--- src/rtl/venom_magazine_pkg.sv ---
// Shared types and helpers for the venom magazine block.
//   venom_state_t : per-channel FSM state (READY, HELD, EMPTY)
//   KEY_NONE      : fire keycode value meaning "channel has no fire key"
//   key_match     : true when either of the two reported keycodes equals key
package venom_pkg;

  typedef enum logic [1:0] {
    READY = 2'd0,
    HELD  = 2'd1,
    EMPTY = 2'd2
  } venom_state_t;

  localparam logic [7:0] KEY_NONE = 8'h00;

  // A disabled key never matches, even against an idle (all-zero) keycode.
  function automatic logic key_match(input logic [15:0] keycode, input logic [7:0] key);
    return (key != KEY_NONE) && ((keycode[15:8] == key) || (keycode[7:0] == key));
  endfunction

endpackage

--- src/rtl/venom_magazine_if.sv ---
// Bus between the keycode/pickup side and the projectile spawners / HUD.
//   frame_tick, keycode, fire_key, reload_req, auto_reload_en : into the magazine
//   fire, shots_used, empty, reloading                         : out of the magazine
// master = stimulus/controller side, slave = venom_magazine.
interface venom_magazine_if #(
  parameter int NUM_CH   = 2,
  parameter int MAG_SIZE = 3
);
  localparam int CNT_W = $clog2(MAG_SIZE + 1);

  logic                      frame_tick;
  logic [15:0]               keycode;
  logic [NUM_CH*8-1:0]       fire_key;
  logic [NUM_CH-1:0]         reload_req;
  logic                      auto_reload_en;
  logic [NUM_CH-1:0]         fire;
  logic [NUM_CH*CNT_W-1:0]   shots_used;
  logic [NUM_CH-1:0]         empty;
  logic [NUM_CH-1:0]         reloading;

  modport master (
    output frame_tick, keycode, fire_key, reload_req, auto_reload_en,
    input  fire, shots_used, empty, reloading
  );

  modport slave (
    input  frame_tick, keycode, fire_key, reload_req, auto_reload_en,
    output fire, shots_used, empty, reloading
  );

endinterface

--- src/rtl/venom_channel.sv ---
// One player's magazine: fire-key edge qualification, shot counter and
// frame-counted auto reload timer.
//   Clk, Reset      : clock, synchronous active-high reset
//   frame_tick      : one pulse per video frame
//   keycode         : two simultaneous keycodes
//   fire_key        : this channel's fire keycode (KEY_NONE = disabled)
//   reload_req      : level reload request
//   auto_reload_en  : global enable for the timed reload
//   fire            : registered one-cycle fire pulse
//   shots_used      : shots consumed since last reload
//   empty           : magazine exhausted (channel in EMPTY)
//   reloading       : channel in EMPTY with auto reload enabled
module venom_channel
  import venom_pkg::*;
#(
  parameter int MAG_SIZE     = 3,
  parameter int RELOAD_TICKS = 60,
  localparam int CNT_W = $clog2(MAG_SIZE + 1),
  localparam int TMR_W = $clog2(RELOAD_TICKS + 1)
) (
  input  logic             Clk,
  input  logic             Reset,
  input  logic             frame_tick,
  input  logic [15:0]      keycode,
  input  logic [7:0]       fire_key,
  input  logic             reload_req,
  input  logic             auto_reload_en,
  output logic             fire,
  output logic [CNT_W-1:0] shots_used,
  output logic             empty,
  output logic             reloading
);

  localparam logic [CNT_W-1:0] FULL      = CNT_W'(MAG_SIZE);
  localparam logic [TMR_W-1:0] LAST_TICK = TMR_W'(RELOAD_TICKS - 1);

  venom_state_t     state;
  logic [TMR_W-1:0] timer;
  logic             key_hit;
  logic             tick_en;

  assign key_hit = key_match(keycode, fire_key);
  assign tick_en = auto_reload_en && frame_tick;

  always_ff @(posedge Clk) begin
    if (Reset) begin
      state      <= READY;
      timer      <= '0;
      shots_used <= '0;
      fire       <= 1'b0;
      empty      <= 1'b0;
      reloading  <= 1'b0;
    end else begin
      fire <= 1'b0;
      case (state)
        READY: begin
          if (reload_req) begin
            shots_used <= '0;
            state      <= key_hit ? HELD : READY;
          end else if (key_hit) begin
            fire       <= 1'b1;
            // Saturate: READY is never entered full, this is a safety net.
            shots_used <= (shots_used == FULL) ? shots_used : shots_used + CNT_W'(1);
            state      <= HELD;
          end
        end
        HELD: begin
          if (reload_req) begin
            shots_used <= '0;
          end else if (!key_hit) begin
            if (shots_used == FULL) begin
              // Empty is flagged on key release, not on the last shot.
              state     <= EMPTY;
              timer     <= '0;
              empty     <= 1'b1;
              reloading <= auto_reload_en;
            end else begin
              state <= READY;
            end
          end
        end
        EMPTY: begin
          reloading <= auto_reload_en;
          // A tick coincident with reload_req is absorbed by the reload.
          if (reload_req || (tick_en && timer == LAST_TICK)) begin
            shots_used <= '0;
            timer      <= '0;
            empty      <= 1'b0;
            reloading  <= 1'b0;
            state      <= key_hit ? HELD : READY;
          end else if (tick_en) begin
            timer <= timer + TMR_W'(1);
          end
        end
        default: state <= READY;
      endcase
    end
  end

endmodule

--- src/rtl/venom_magazine.sv ---
// Multi-channel venom magazine: one venom_channel per player, vectors sliced
// and packed through the venom_magazine_if bus.
//   Clk, Reset : clock, synchronous active-high reset
//   bus        : slave side of venom_magazine_if (see interface for signals)
module venom_magazine
  import venom_pkg::*;
#(
  parameter int NUM_CH       = 2,
  parameter int MAG_SIZE     = 3,
  parameter int RELOAD_TICKS = 60,
  localparam int CNT_W = $clog2(MAG_SIZE + 1),
  localparam int TMR_W = $clog2(RELOAD_TICKS + 1)
) (
  input  logic             Clk,
  input  logic             Reset,
  venom_magazine_if.slave  bus
);

  for (genvar i = 0; i < NUM_CH; i++) begin : g_ch
    venom_channel #(
      .MAG_SIZE     (MAG_SIZE),
      .RELOAD_TICKS (RELOAD_TICKS)
    ) u_ch (
      .Clk            (Clk),
      .Reset          (Reset),
      .frame_tick     (bus.frame_tick),
      .keycode        (bus.keycode),
      .fire_key       (bus.fire_key[i*8 +: 8]),
      .reload_req     (bus.reload_req[i]),
      .auto_reload_en (bus.auto_reload_en),
      .fire           (bus.fire[i]),
      .shots_used     (bus.shots_used[i*CNT_W +: CNT_W]),
      .empty          (bus.empty[i]),
      .reloading      (bus.reloading[i])
    );
  end

endmodule

--- src/flat_wrapper.sv ---
// flat-port wrapper written by rule: the top's interface ports become plain ports
module venom_magazine_flat import venom_pkg::*;
#(
  parameter int NUM_CH       = 2,
  parameter int MAG_SIZE     = 3,
  parameter int RELOAD_TICKS = 60,
  localparam int CNT_W = $clog2(MAG_SIZE + 1),
  localparam int TMR_W = $clog2(RELOAD_TICKS + 1)
)
  (Clk, Reset, bus_frame_tick, bus_keycode, bus_fire_key, bus_reload_req, bus_auto_reload_en, bus_fire, bus_shots_used, bus_empty, bus_reloading);
  venom_magazine_if #(.NUM_CH(NUM_CH), .MAG_SIZE(MAG_SIZE)) bus_i ();
  input  logic Clk;
  input  logic Reset;
  input wire logic [$bits(bus_i.frame_tick)-1:0] bus_frame_tick;
  input wire logic [$bits(bus_i.keycode)-1:0] bus_keycode;
  input wire logic [$bits(bus_i.fire_key)-1:0] bus_fire_key;
  input wire logic [$bits(bus_i.reload_req)-1:0] bus_reload_req;
  input wire logic [$bits(bus_i.auto_reload_en)-1:0] bus_auto_reload_en;
  output wire logic [$bits(bus_i.fire)-1:0] bus_fire;
  output wire logic [$bits(bus_i.shots_used)-1:0] bus_shots_used;
  output wire logic [$bits(bus_i.empty)-1:0] bus_empty;
  output wire logic [$bits(bus_i.reloading)-1:0] bus_reloading;
  assign bus_i.frame_tick = bus_frame_tick;
  assign bus_i.keycode = bus_keycode;
  assign bus_i.fire_key = bus_fire_key;
  assign bus_i.reload_req = bus_reload_req;
  assign bus_i.auto_reload_en = bus_auto_reload_en;
  assign bus_fire = bus_i.fire;
  assign bus_shots_used = bus_i.shots_used;
  assign bus_empty = bus_i.empty;
  assign bus_reloading = bus_i.reloading;
  venom_magazine #(.NUM_CH(NUM_CH), .MAG_SIZE(MAG_SIZE), .RELOAD_TICKS(RELOAD_TICKS)) u_core (.Clk(Clk), .Reset(Reset), .bus(bus_i));
endmodule
--- config.mk ---
export PLATFORM = sky130hd
export DESIGN_NAME = venom_magazine_flat
export DESIGN_NICKNAME = d
export VERILOG_FILES = /design/src/rtl/venom_magazine_pkg.sv /design/src/rtl/venom_magazine_if.sv /design/src/rtl/venom_channel.sv /design/src/rtl/venom_magazine.sv /design/src/flat_wrapper.sv
export SDC_FILE = /design/constraint.sdc
export NUM_CORES = 1
export LEC_CHECK = 0
export BUFFER_PORTS_ARGS = -buffer_cell sky130_fd_sc_hd__buf_4
export CORE_ASPECT_RATIO = 1.25
export CORE_UTILIZATION = 45
export CTS_BUF_LIST = sky130_fd_sc_hd__clkbuf_16
export CTS_CLUSTER_SIZE = 8
export DETAILED_ROUTE_END_ITERATION = 8
export GPL_TIMING_DRIVEN = 1
export PLACE_DENSITY = 0.75
export SETUP_SLACK_MARGIN = 0.15
export SLEW_MARGIN = 20
export SYNTH_ARGS = -nofsm -noshare
export SYNTH_HDL_FRONTEND = slang
export SYNTH_SLANG_ARGS = --single-unit
--- constraint.sdc ---
create_clock -name Clk -period 1.8 [get_ports Clk]
set_input_delay 0.18 -clock Clk [delete_from_list [all_inputs] [get_ports Clk]]
set_output_delay 0.18 -clock Clk [all_outputs]
set_load 0.05 [all_outputs]
==> impl_metrics.xml, run 1 <==
<?xml version="1.0" encoding="UTF-8"?>
<metrics>
  <group name="timing">
    <metric name="fin_crit_sh" unit="%">96.30</metric>
    <metric name="clock_skew" unit="ns">0.002847</metric>
    <metric name="max_slew_margin" unit="%">54.91</metric>
    <metric name="max_freq" unit="MHz">576.9</metric>
    <metric name="worst_slew_pin_slew" unit="ns">0.6756</metric>
    <metric name="final.setup.worst_slack" unit="ns">0.06666</metric>
    <metric name="finalCriticalPeriod" unit="ns">1.733</metric>
    <metric name="setup_violations" unit="">0</metric>
    <metric name="rsz_0062_raised_after_global_routing" unit="">true</metric>
    <metric name="final-max-slew-violation-count" unit="">0</metric>
    <metric name="finalHoldViolations" unit="">0</metric>
  </group>
  <group name="yosys">
    <metric name="postSynthAreaPerCell" unit="sq um">8.138</metric>
    <metric name="synth_top_area_cell" unit="">sky130_fd_sc_hd__dfxtp_1</metric>
    <metric name="mappedNetlistNets" unit="">304</metric>
    <metric name="yosysSeqAreaShare" unit="%">25.18</metric>
    <metric name="ys_types" unit="">50</metric>
    <metric name="synthesis.area" unit="sq um">2067</metric>
    <metric name="ys_top_cells_by_area" unit="">sky130_fd_sc_hd__dfxtp_1, sky130_fd_sc_hd__ha_1, sky130_fd_sc_hd__xnor2_1</metric>
    <metric name="area_share_of_the_largest_cell_type_after_synthesis" unit="%">25.18</metric>
    <metric name="syn-instance-count" unit="">254</metric>
    <metric name="count_of_flip_flops_with_a_built_in_enable_after_synthesis" unit="">0</metric>
    <metric name="synth-main-ff-cell" unit="">sky130_fd_sc_hd__dfxtp_1</metric>
    <metric name="asyncSetResetFlopFracSynth" unit="%">0</metric>
    <metric name="synth-seq-cells" unit="">26</metric>
    <metric name="yosys_warnings" unit="">0</metric>
  </group>
  <group name="pwr">
    <metric name="netSwitchingFraction" unit="%">25.29</metric>
    <metric name="power_report.internal_total" unit="uW">1093</metric>
    <metric name="power.net_switching" unit="uW">370.0</metric>
    <metric name="pwr-share-comb" unit="%">18.7</metric>
    <metric name="vdd_ir_drop_max" unit="mV">0.4119</metric>
    <metric name="leakage" unit="uW">0.001151</metric>
    <metric name="power_per_cell_area" unit="nW/um^2">495.3</metric>
    <metric name="clockPowerShare" unit="%">41.5</metric>
    <metric name="sequentialPowerShare" unit="%">39.7</metric>
  </group>
  <group name="finish">
    <metric name="multiInputGateArea" unit="sq um">1688</metric>
    <metric name="most_frequent_standard_cell_in_the_layout_excluding_fill_and_tap_cells" unit="">sky130_fd_sc_hd__buf_4</metric>
    <metric name="n_fill_cell" unit="">362</metric>
    <metric name="layout.core_utilization" unit="%">67.27</metric>
    <metric name="final_cell_area" unit="sq um">2954</metric>
    <metric name="most-common-layout-cells" unit="">sky130_fd_sc_hd__buf_4, sky130_fd_sc_hd__nand2_1, sky130_fd_sc_hd__xor2_1, sky130_fd_sc_hd__xnor2_1</metric>
    <metric name="nets" unit="">363</metric>
    <metric name="final_layout_size_suffix_gt1_share" unit="%">40.06</metric>
    <metric name="antennaDiodeCount" unit="">0</metric>
    <metric name="area.sequential" unit="sq um">548.0</metric>
    <metric name="areaGrowthSynthToFinish" unit="%">42.92</metric>
  </group>
  <group name="worst_setup_path">
    <metric name="critical_path.max_stage_delay" unit="ns">0.37</metric>
    <metric name="crit_arrival" unit="ns">1.89</metric>
    <metric name="worstPathRequired" unit="ns">1.96</metric>
    <metric name="setup.worst_path.class" unit="">register to register</metric>
    <metric name="cp_slowest_cell" unit="">sky130_fd_sc_hd__or3_4</metric>
    <metric name="worstSetupEndpointType" unit="">register</metric>
    <metric name="start_kind" unit="">register</metric>
    <metric name="crit_fanout" unit="">4</metric>
    <metric name="crit_path_cell_trace" unit="">ha_4 -&gt; nand3_4 -&gt; or3_4 -&gt; a21oi_4 -&gt; a21oi_2 -&gt; a311o_1 -&gt; mux2i_1</metric>
  </group>
  <group name="route">
    <metric name="number_of_drc_markers_after_the_initial_detailed_route_iteration" unit="">83</metric>
    <metric name="dr_total_vias" unit="">2159</metric>
    <metric name="drc" unit="">0</metric>
    <metric name="vias_per_cell" unit="">5.835</metric>
    <metric name="detail_route.wirelength" unit="mm">6.007</metric>
    <metric name="detailedRoute.firstPassIterationCount" unit="">4</metric>
    <metric name="wire_per_inst" unit="um">16.24</metric>
    <metric name="detail-route-antenna-nets" unit="">0</metric>
  </group>
  <group name="worst_hold_path">
    <metric name="min-delay-path-class" unit="">primary input to register</metric>
  </group>
  <group name="clock_tree">
    <metric name="clk_path_buf_depth" unit="">2</metric>
    <metric name="root_buffer" unit="">sky130_fd_sc_hd__clkbuf_16</metric>
    <metric name="htree_num_levels" unit="">1</metric>
    <metric name="cts_bufs_inserted" unit="">3</metric>
    <metric name="clk_pin_slew" unit="ns">0.07</metric>
    <metric name="tritoncts_clock_tree" unit="">built</metric>
    <metric name="clock-sinks" unit="">26</metric>
    <metric name="clock_latency_late_sink" unit="ns">0.27</metric>
  </group>
  <group name="grt">
    <metric name="grt_antenna_before_repair" unit="">0</metric>
    <metric name="grt_pass1_wl" unit="mm">9.197</metric>
    <metric name="grt_start_max_net_pins" unit="">23</metric>
    <metric name="first_global_vias" unit="">2132</metric>
    <metric name="overflow" unit="">0</metric>
    <metric name="global_route.usage.total" unit="%">23.31</metric>
  </group>
  <group name="placement">
    <metric name="detailedPlacementHpwl" unit="mm">3.991</metric>
    <metric name="gp_congestion" unit="">0.8537</metric>
    <metric name="buffer_ports.inserted" unit="">47</metric>
    <metric name="preCtsSetupSlack" unit="ns">-0.01448</metric>
    <metric name="dpl_cell_area" unit="sq um">2544</metric>
  </group>
  <group name="die">
    <metric name="die_width" unit="um">62.62</metric>
    <metric name="die-area" unit="sq um">4870</metric>
    <metric name="die_y" unit="um">77.78</metric>
    <metric name="initial_utilization" unit="%">47.07</metric>
    <metric name="floorplan.rows" unit="">27</metric>
    <metric name="boundaryPins" unit="">48</metric>
    <metric name="core" unit="sq um">4392</metric>
  </group>
  <group name="run">
    <metric name="max_cap_viol_count" unit="">0</metric>
  </group>
  <group name="status">
    <metric name="run_status" unit="">completed</metric>
  </group>
</metrics>
per-layer routing:
metal	vias to the layer above	track usage [%]	share of wire (%)
met1	1030	26.32	41
met3	9	3.971	5.0
met2	75	42.50	52
met5	-	0	0
met4	0	9.767	1.7
li1	1045	-	-
final cells by class:
class / instances / area share [%]
Sequential cell: 26 / 18.55
Tap cell: 58 / 2.457
Inverter: 9 / 1.313
Multi-Input combinational cell: 206 / 57.14
Timing Repair Buffer: 67 / 17.15
Clock buffer: 4 / 3.388
worst paths after layout:
check / startpoint / to / slack, ns / cells past startpoint
hold / removal: bus_reload_req[1] / u_core.g_ch[1].u_ch.fire$_SDFF_PP0_ / 0.15 / 2
hold reg to reg: u_core.g_ch[1].u_ch.reloading$_SDFFE_PP0P_ / u_core.g_ch[1].u_ch.reloading$_SDFFE_PP0P_ / 0.47 / 2
setup reg to reg: u_core.g_ch[1].u_ch.timer[1]$_SDFFE_PP0P_ / u_core.g_ch[1].u_ch.shots_used[0]$_SDFFE_PP0P_ / 0.07 / 7
setup / recovery: u_core.g_ch[1].u_ch.timer[1]$_SDFFE_PP0P_ / u_core.g_ch[1].u_ch.shots_used[0]$_SDFFE_PP0P_ / 0.07 / 7
cells in the mapped netlist, types with 2 or more instances:
| library cell | instances |
|---|---|
| sky130_fd_sc_hd__a211oi_1 | 3 |
| sky130_fd_sc_hd__a21oi_1 | 9 |
| sky130_fd_sc_hd__a32o_1 | 7 |
| sky130_fd_sc_hd__and2_1 | 4 |
| sky130_fd_sc_hd__and3_1 | 3 |
| sky130_fd_sc_hd__buf_4 | 6 |
| sky130_fd_sc_hd__clkbuf_1 | 6 |
| sky130_fd_sc_hd__dfxtp_1 | 26 |
| sky130_fd_sc_hd__ha_1 | 12 |
| sky130_fd_sc_hd__inv_1 | 9 |
| sky130_fd_sc_hd__mux2i_1 | 9 |
| sky130_fd_sc_hd__nand2_1 | 24 |
| sky130_fd_sc_hd__nand2b_1 | 6 |
| sky130_fd_sc_hd__nand3_1 | 10 |
| sky130_fd_sc_hd__nand4_1 | 4 |
| sky130_fd_sc_hd__nor2_1 | 16 |
| sky130_fd_sc_hd__nor2b_1 | 3 |
| sky130_fd_sc_hd__nor3_1 | 8 |
| sky130_fd_sc_hd__nor3b_1 | 2 |
| sky130_fd_sc_hd__nor4_1 | 11 |
| sky130_fd_sc_hd__nor4b_1 | 2 |
| sky130_fd_sc_hd__o211ai_1 | 4 |
| sky130_fd_sc_hd__o21a_1 | 2 |
| sky130_fd_sc_hd__o21ai_0 | 4 |
| sky130_fd_sc_hd__o21ai_1 | 3 |
| sky130_fd_sc_hd__o22ai_1 | 4 |
| sky130_fd_sc_hd__o41ai_1 | 4 |
| sky130_fd_sc_hd__xnor2_1 | 16 |
| sky130_fd_sc_hd__xor2_1 | 16 |
critical path, delay by kind of cell, from the launching register on:
family	cells	cell delay (ns)
AND/OR/NAND/NOR	2	0.44
multiplexers	1	0.13
AO/OA/AOI/OAI	3	0.54
flip-flops	1	0.36
adder cells (fa/ha/maj)	1	0.14
cell families (layout without fill, tap and decap cells):
kind of cell	after synthesis	after routing	synth area share, %
simple gates	99	99	25.12
compound gates	54	54	19.43
xor+xnor	32	32	13.56
flops	26	26	25.18
buf+inv	22	80	5.084
fa+ha+maj	12	12	7.264
mux	9	9	4.359
state kept, by name, indices dropped and copies added (netlist names):
name,cells
u_core.g_ch.u_ch.reloading,2
u_core.g_ch.u_ch.shots_used,4
u_core.g_ch.u_ch.timer,12
u_core.g_ch.u_ch.fire,2
u_core.g_ch.u_ch.state,4
u_core.g_ch.u_ch.empty,2
power groups by stage:
stage | logic, uW | registers [uW] | clock network [uW]
after detailed placement | 260 | 598 | 0
after CTS | 265 | 583 | 612
after global placement | 257 | 598 | 0
after floorplan | 120 | 613 | 0
final | 274 | 582 | 608
after global routing | 295 | 582 | 637
per-stage QoR:
step / hold slack [ns] / std cells / total power, uW / TNS [ns]
final: 0.1525 / 370 / 1463 / 0
after global routing: 0.1490 / 370 / 1515 / 0
after CTS: 0.1375 / 366 / 1461 / 0
after detailed placement: 0.4057 / 356 / 857.8 / -0.01841
after global placement: 0.4064 / 356 / 855.0 / 0
after floorplan: 0.2567 / 254 / 733.3 / 0
timing repair:
action | 4_1_cts | 5_1_grt
gates resized for setup | 23 | 34
endpoints found under the setup margin | 19 | 19
hold buffers | 0 | 0
pin swaps | 4 | 9
gates cloned | 0 | 0
setup buffers | 6 | 4
Note: power is estimated with default switching activity, not from simulation.
==> run 2, diff against run 1 <==
==> constraint.sdc (replaced) <==
create_clock -name Clk -period 1.8 [get_ports Clk]
set_input_delay 0.27 -clock Clk [delete_from_list [all_inputs] [get_ports Clk]]
set_output_delay 0.27 -clock Clk [all_outputs]
set_load 0.05 [all_outputs]
==> run 2 against run 1 <==
Compared with the run above: sequential share of layout area fell by 0.19 points; routed wire length rose by 4.2%; clock power fell by 16%; fmax rose by 1.2%; non-clock buffer count rose by 6; largest power group is now registers; clock skew barely moved; highest routed layer unchanged; utilization rose by 0.68 points; global-route usage rose by 0.15 points; critical path depth did not move; cell area rose by 1.0%.
==> impl_metrics.xml, run 2 (synthesized netlist as in run 1, its figures left out) <==
<?xml version="1.0" encoding="UTF-8"?>
<metrics>
  <group name="finish">
    <metric name="largest_register" unit="">u_core.g_ch.u_ch.timer</metric>
    <metric name="final_cell_area" unit="sq um">2984</metric>
    <metric name="max_ffs_per_register" unit="">12</metric>
    <metric name="most-common-layout-cells" unit="">sky130_fd_sc_hd__buf_4, sky130_fd_sc_hd__nand2_1, sky130_fd_sc_hd__xor2_1, sky130_fd_sc_hd__xnor2_1</metric>
    <metric name="reg_top3" unit="">u_core.g_ch.u_ch.timer (12), u_core.g_ch.u_ch.shots_used (4), u_core.g_ch.u_ch.state (4)</metric>
    <metric name="nets" unit="">369</metric>
    <metric name="antennaDiodeCount" unit="">0</metric>
    <metric name="areaGrowthSynthToFinish" unit="%">44.37</metric>
    <metric name="final_layout_size_suffix_gt1_share" unit="%">43.08</metric>
    <metric name="n_fill_cell" unit="">375</metric>
    <metric name="most_frequent_standard_cell_in_the_layout_excluding_fill_and_tap_cells" unit="">sky130_fd_sc_hd__buf_4</metric>
  </group>
  <group name="worst_setup_path">
    <metric name="start_kind" unit="">register</metric>
    <metric name="worstSetupEndpointType" unit="">register</metric>
    <metric name="setup.worst_path.class" unit="">register to register</metric>
    <metric name="crit_path_cell_trace" unit="">ha_4 -&gt; nand3_4 -&gt; or3_4 -&gt; a21oi_4 -&gt; a21oi_2 -&gt; a311o_1 -&gt; mux2i_1</metric>
    <metric name="worstPathRequired" unit="ns">1.95</metric>
    <metric name="path_delay_family" unit="">compound AO/OA/AOI/OAI gates</metric>
    <metric name="cp_slowest_cell" unit="">sky130_fd_sc_hd__or3_4</metric>
    <metric name="critical_path.max_stage_delay" unit="ns">0.37</metric>
    <metric name="crit_arrival" unit="ns">1.86</metric>
    <metric name="crit_fanout" unit="">4</metric>
    <metric name="worstPathBufferInverterCount" unit="">0</metric>
  </group>
  <group name="timing">
    <metric name="timing.setup.tns" unit="ns">0</metric>
    <metric name="fin_crit_sh" unit="%">95.18</metric>
    <metric name="worst_slew_pin_slew" unit="ns">0.7221</metric>
    <metric name="finalHoldViolations" unit="">0</metric>
    <metric name="rsz_0062_raised_after_global_routing" unit="">true</metric>
    <metric name="final-max-slew-violation-count" unit="">0</metric>
    <metric name="max_freq" unit="MHz">583.7</metric>
    <metric name="finalCriticalPeriod" unit="ns">1.713</metric>
    <metric name="max_slew_margin" unit="%">51.81</metric>
    <metric name="setup_violations" unit="">0</metric>
    <metric name="clock_skew" unit="ns">0.003196</metric>
  </group>
  <group name="die">
    <metric name="boundaryPins" unit="">48</metric>
    <metric name="floorplan.rows" unit="">27</metric>
    <metric name="initial_utilization" unit="%">47.07</metric>
    <metric name="die_width" unit="um">62.62</metric>
    <metric name="die-area" unit="sq um">4870</metric>
    <metric name="core" unit="sq um">4392</metric>
    <metric name="die_y" unit="um">77.78</metric>
  </group>
  <group name="grt">
    <metric name="grt_antenna_before_repair" unit="">0</metric>
    <metric name="overflow" unit="">0</metric>
    <metric name="first_global_vias" unit="">2035</metric>
    <metric name="grt_pass1_wl" unit="mm">9.211</metric>
    <metric name="grt_start_max_net_pins" unit="">23</metric>
    <metric name="global_route.usage.total" unit="%">23.46</metric>
  </group>
  <group name="run">
    <metric name="max_cap_viol_count" unit="">0</metric>
  </group>
  <group name="pwr">
    <metric name="power_per_cell_area" unit="nW/um^2">463.2</metric>
    <metric name="leakage" unit="uW">0.001163</metric>
    <metric name="vdd_ir_drop_max" unit="mV">0.4903</metric>
  </group>
  <group name="placement">
    <metric name="detailedPlacementHpwl" unit="mm">4.247</metric>
    <metric name="gp_congestion" unit="">0.9498</metric>
    <metric name="buffer_ports.inserted" unit="">47</metric>
    <metric name="dpl_cell_area" unit="sq um">2604</metric>
  </group>
  <group name="clock_tree">
    <metric name="htree_num_levels" unit="">1</metric>
    <metric name="clock-sinks" unit="">26</metric>
    <metric name="clk_pin_slew" unit="ns">0.07</metric>
    <metric name="holdBufCountCts" unit="">0</metric>
    <metric name="clk_path_buf_depth" unit="">2</metric>
    <metric name="clock_latency_late_sink" unit="ns">0.26</metric>
    <metric name="tritoncts_clock_tree" unit="">built</metric>
    <metric name="cts_bufs_inserted" unit="">3</metric>
    <metric name="root_buffer" unit="">sky130_fd_sc_hd__clkbuf_16</metric>
  </group>
  <group name="route">
    <metric name="detail_route.wirelength" unit="mm">6.257</metric>
    <metric name="wire_per_inst" unit="um">16.64</metric>
    <metric name="detail-route-antenna-nets" unit="">0</metric>
    <metric name="vias_per_cell" unit="">5.912</metric>
    <metric name="detailedRoute.firstPassIterationCount" unit="">4</metric>
    <metric name="drc" unit="">0</metric>
    <metric name="number_of_drc_markers_after_the_initial_detailed_route_iteration" unit="">96</metric>
    <metric name="dr_total_vias" unit="">2223</metric>
  </group>
  <group name="status">
    <metric name="run_status" unit="">completed</metric>
  </group>
  <group name="worst_hold_path">
    <metric name="min-delay-path-class" unit="">primary input to register</metric>
  </group>
</metrics>
[run 2: cell count changes in the layout (fill, tap and decap cells not counted), moves of 2 or more]
| cell | change |
|---|---|
| sky130_fd_sc_hd__a21oi_1 | -3 |
| sky130_fd_sc_hd__a21oi_2 | +3 |
| sky130_fd_sc_hd__nand2b_1 | -2 |
| sky130_fd_sc_hd__buf_4 | +6 |
| sky130_fd_sc_hd__nor4_1 | -2 |
| sky130_fd_sc_hd__nor4_2 | +2 |
| sky130_fd_sc_hd__nor2b_4 | -2 |
[run 2: final timing paths]
kind / to / from / slack [ns] / cells past startpoint
worst max-delay path: u_core.g_ch[1].u_ch.shots_used[1]$_SDFFE_PP0P_ / u_core.g_ch[1].u_ch.timer[1]$_SDFFE_PP0P_ / 0.09 / 7
worst min-delay path: u_core.g_ch[1].u_ch.fire$_SDFF_PP0_ / bus_reload_req[1] / 0.24 / 2
worst max register to register: u_core.g_ch[1].u_ch.shots_used[1]$_SDFFE_PP0P_ / u_core.g_ch[1].u_ch.timer[1]$_SDFFE_PP0P_ / 0.09 / 7
worst min register to register: u_core.g_ch[1].u_ch.reloading$_SDFFE_PP0P_ / u_core.g_ch[1].u_ch.reloading$_SDFFE_PP0P_ / 0.47 / 2
[run 2: timing repair]
item	in CTS	in global routing
endpoints found under the setup margin	19	23
gates resized for setup	19	41
endpoints found under the hold margin	0	0
pin swaps	3	10
setup buffers	5	3
gates cloned	0	0
[run 2: area by class of cell]
| class | count | area [sq um] | share of cell area, % |
|---|---|---|---|
| multi-input combinational | 206 | 1697 | 56.86 |
| timing repair buffer | 73 | 551.8 | 18.49 |
| sequential | 26 | 548.0 | 18.36 |
| clock buffer | 3 | 75.07 | 2.516 |
| tap | 58 | 72.57 | 2.432 |
| inverter | 9 | 36.28 | 1.216 |
| clock inverter | 1 | 3.754 | 0.1258 |
[run 2: metrics by stage]
step | setup slack [ns] | cells | utilization [%] | hold slack, ns | total power (uW)
CTS | 0.09120 | 373 | 63.70 | 0.2241 | 1374
floorplan | 0.1156 | 254 | - | 0.3467 | 733.3
global placement | -0.1224 | 364 | 59.29 | 0.4536 | 860.2
detailed placement | -0.1636 | 364 | 59.29 | 0.4577 | 864.0
global route | 0.03218 | 376 | 67.95 | 0.2402 | 1429
finish | 0.08684 | 376 | 67.95 | 0.2407 | 1382
[run 2: per-layer routing]
layer / share of wire [%] / wire length [um] / vias to the layer above / global-route usage [%]
li1: - / - / 1056 / -
met1: 42 / 2631 / 1051 / 27.57
met2: 50 / 3123 / 103 / 43.59
met3: 5.8 / 363 / 13 / 3.676
met4: 2.2 / 138 / 0 / 5.814
met5: 0 / 0 / - / 0
[run 2: where the power goes]
group	switching, uW	total [uW]	internal, uW
registers	6.25	582	575
logic	156	290	133
clock network	213	511	298
total	375	1380	1010
[run 2: worst register-to-register path, delay by kind of cell (launching register included)]
kind	cells	cell delay [ns]
adders and majority gates	1	0.14
DFF	1	0.36
AOI/OAI and AO/OA	3	0.52
muxes	1	0.13
and+or+nand+nor	2	0.43
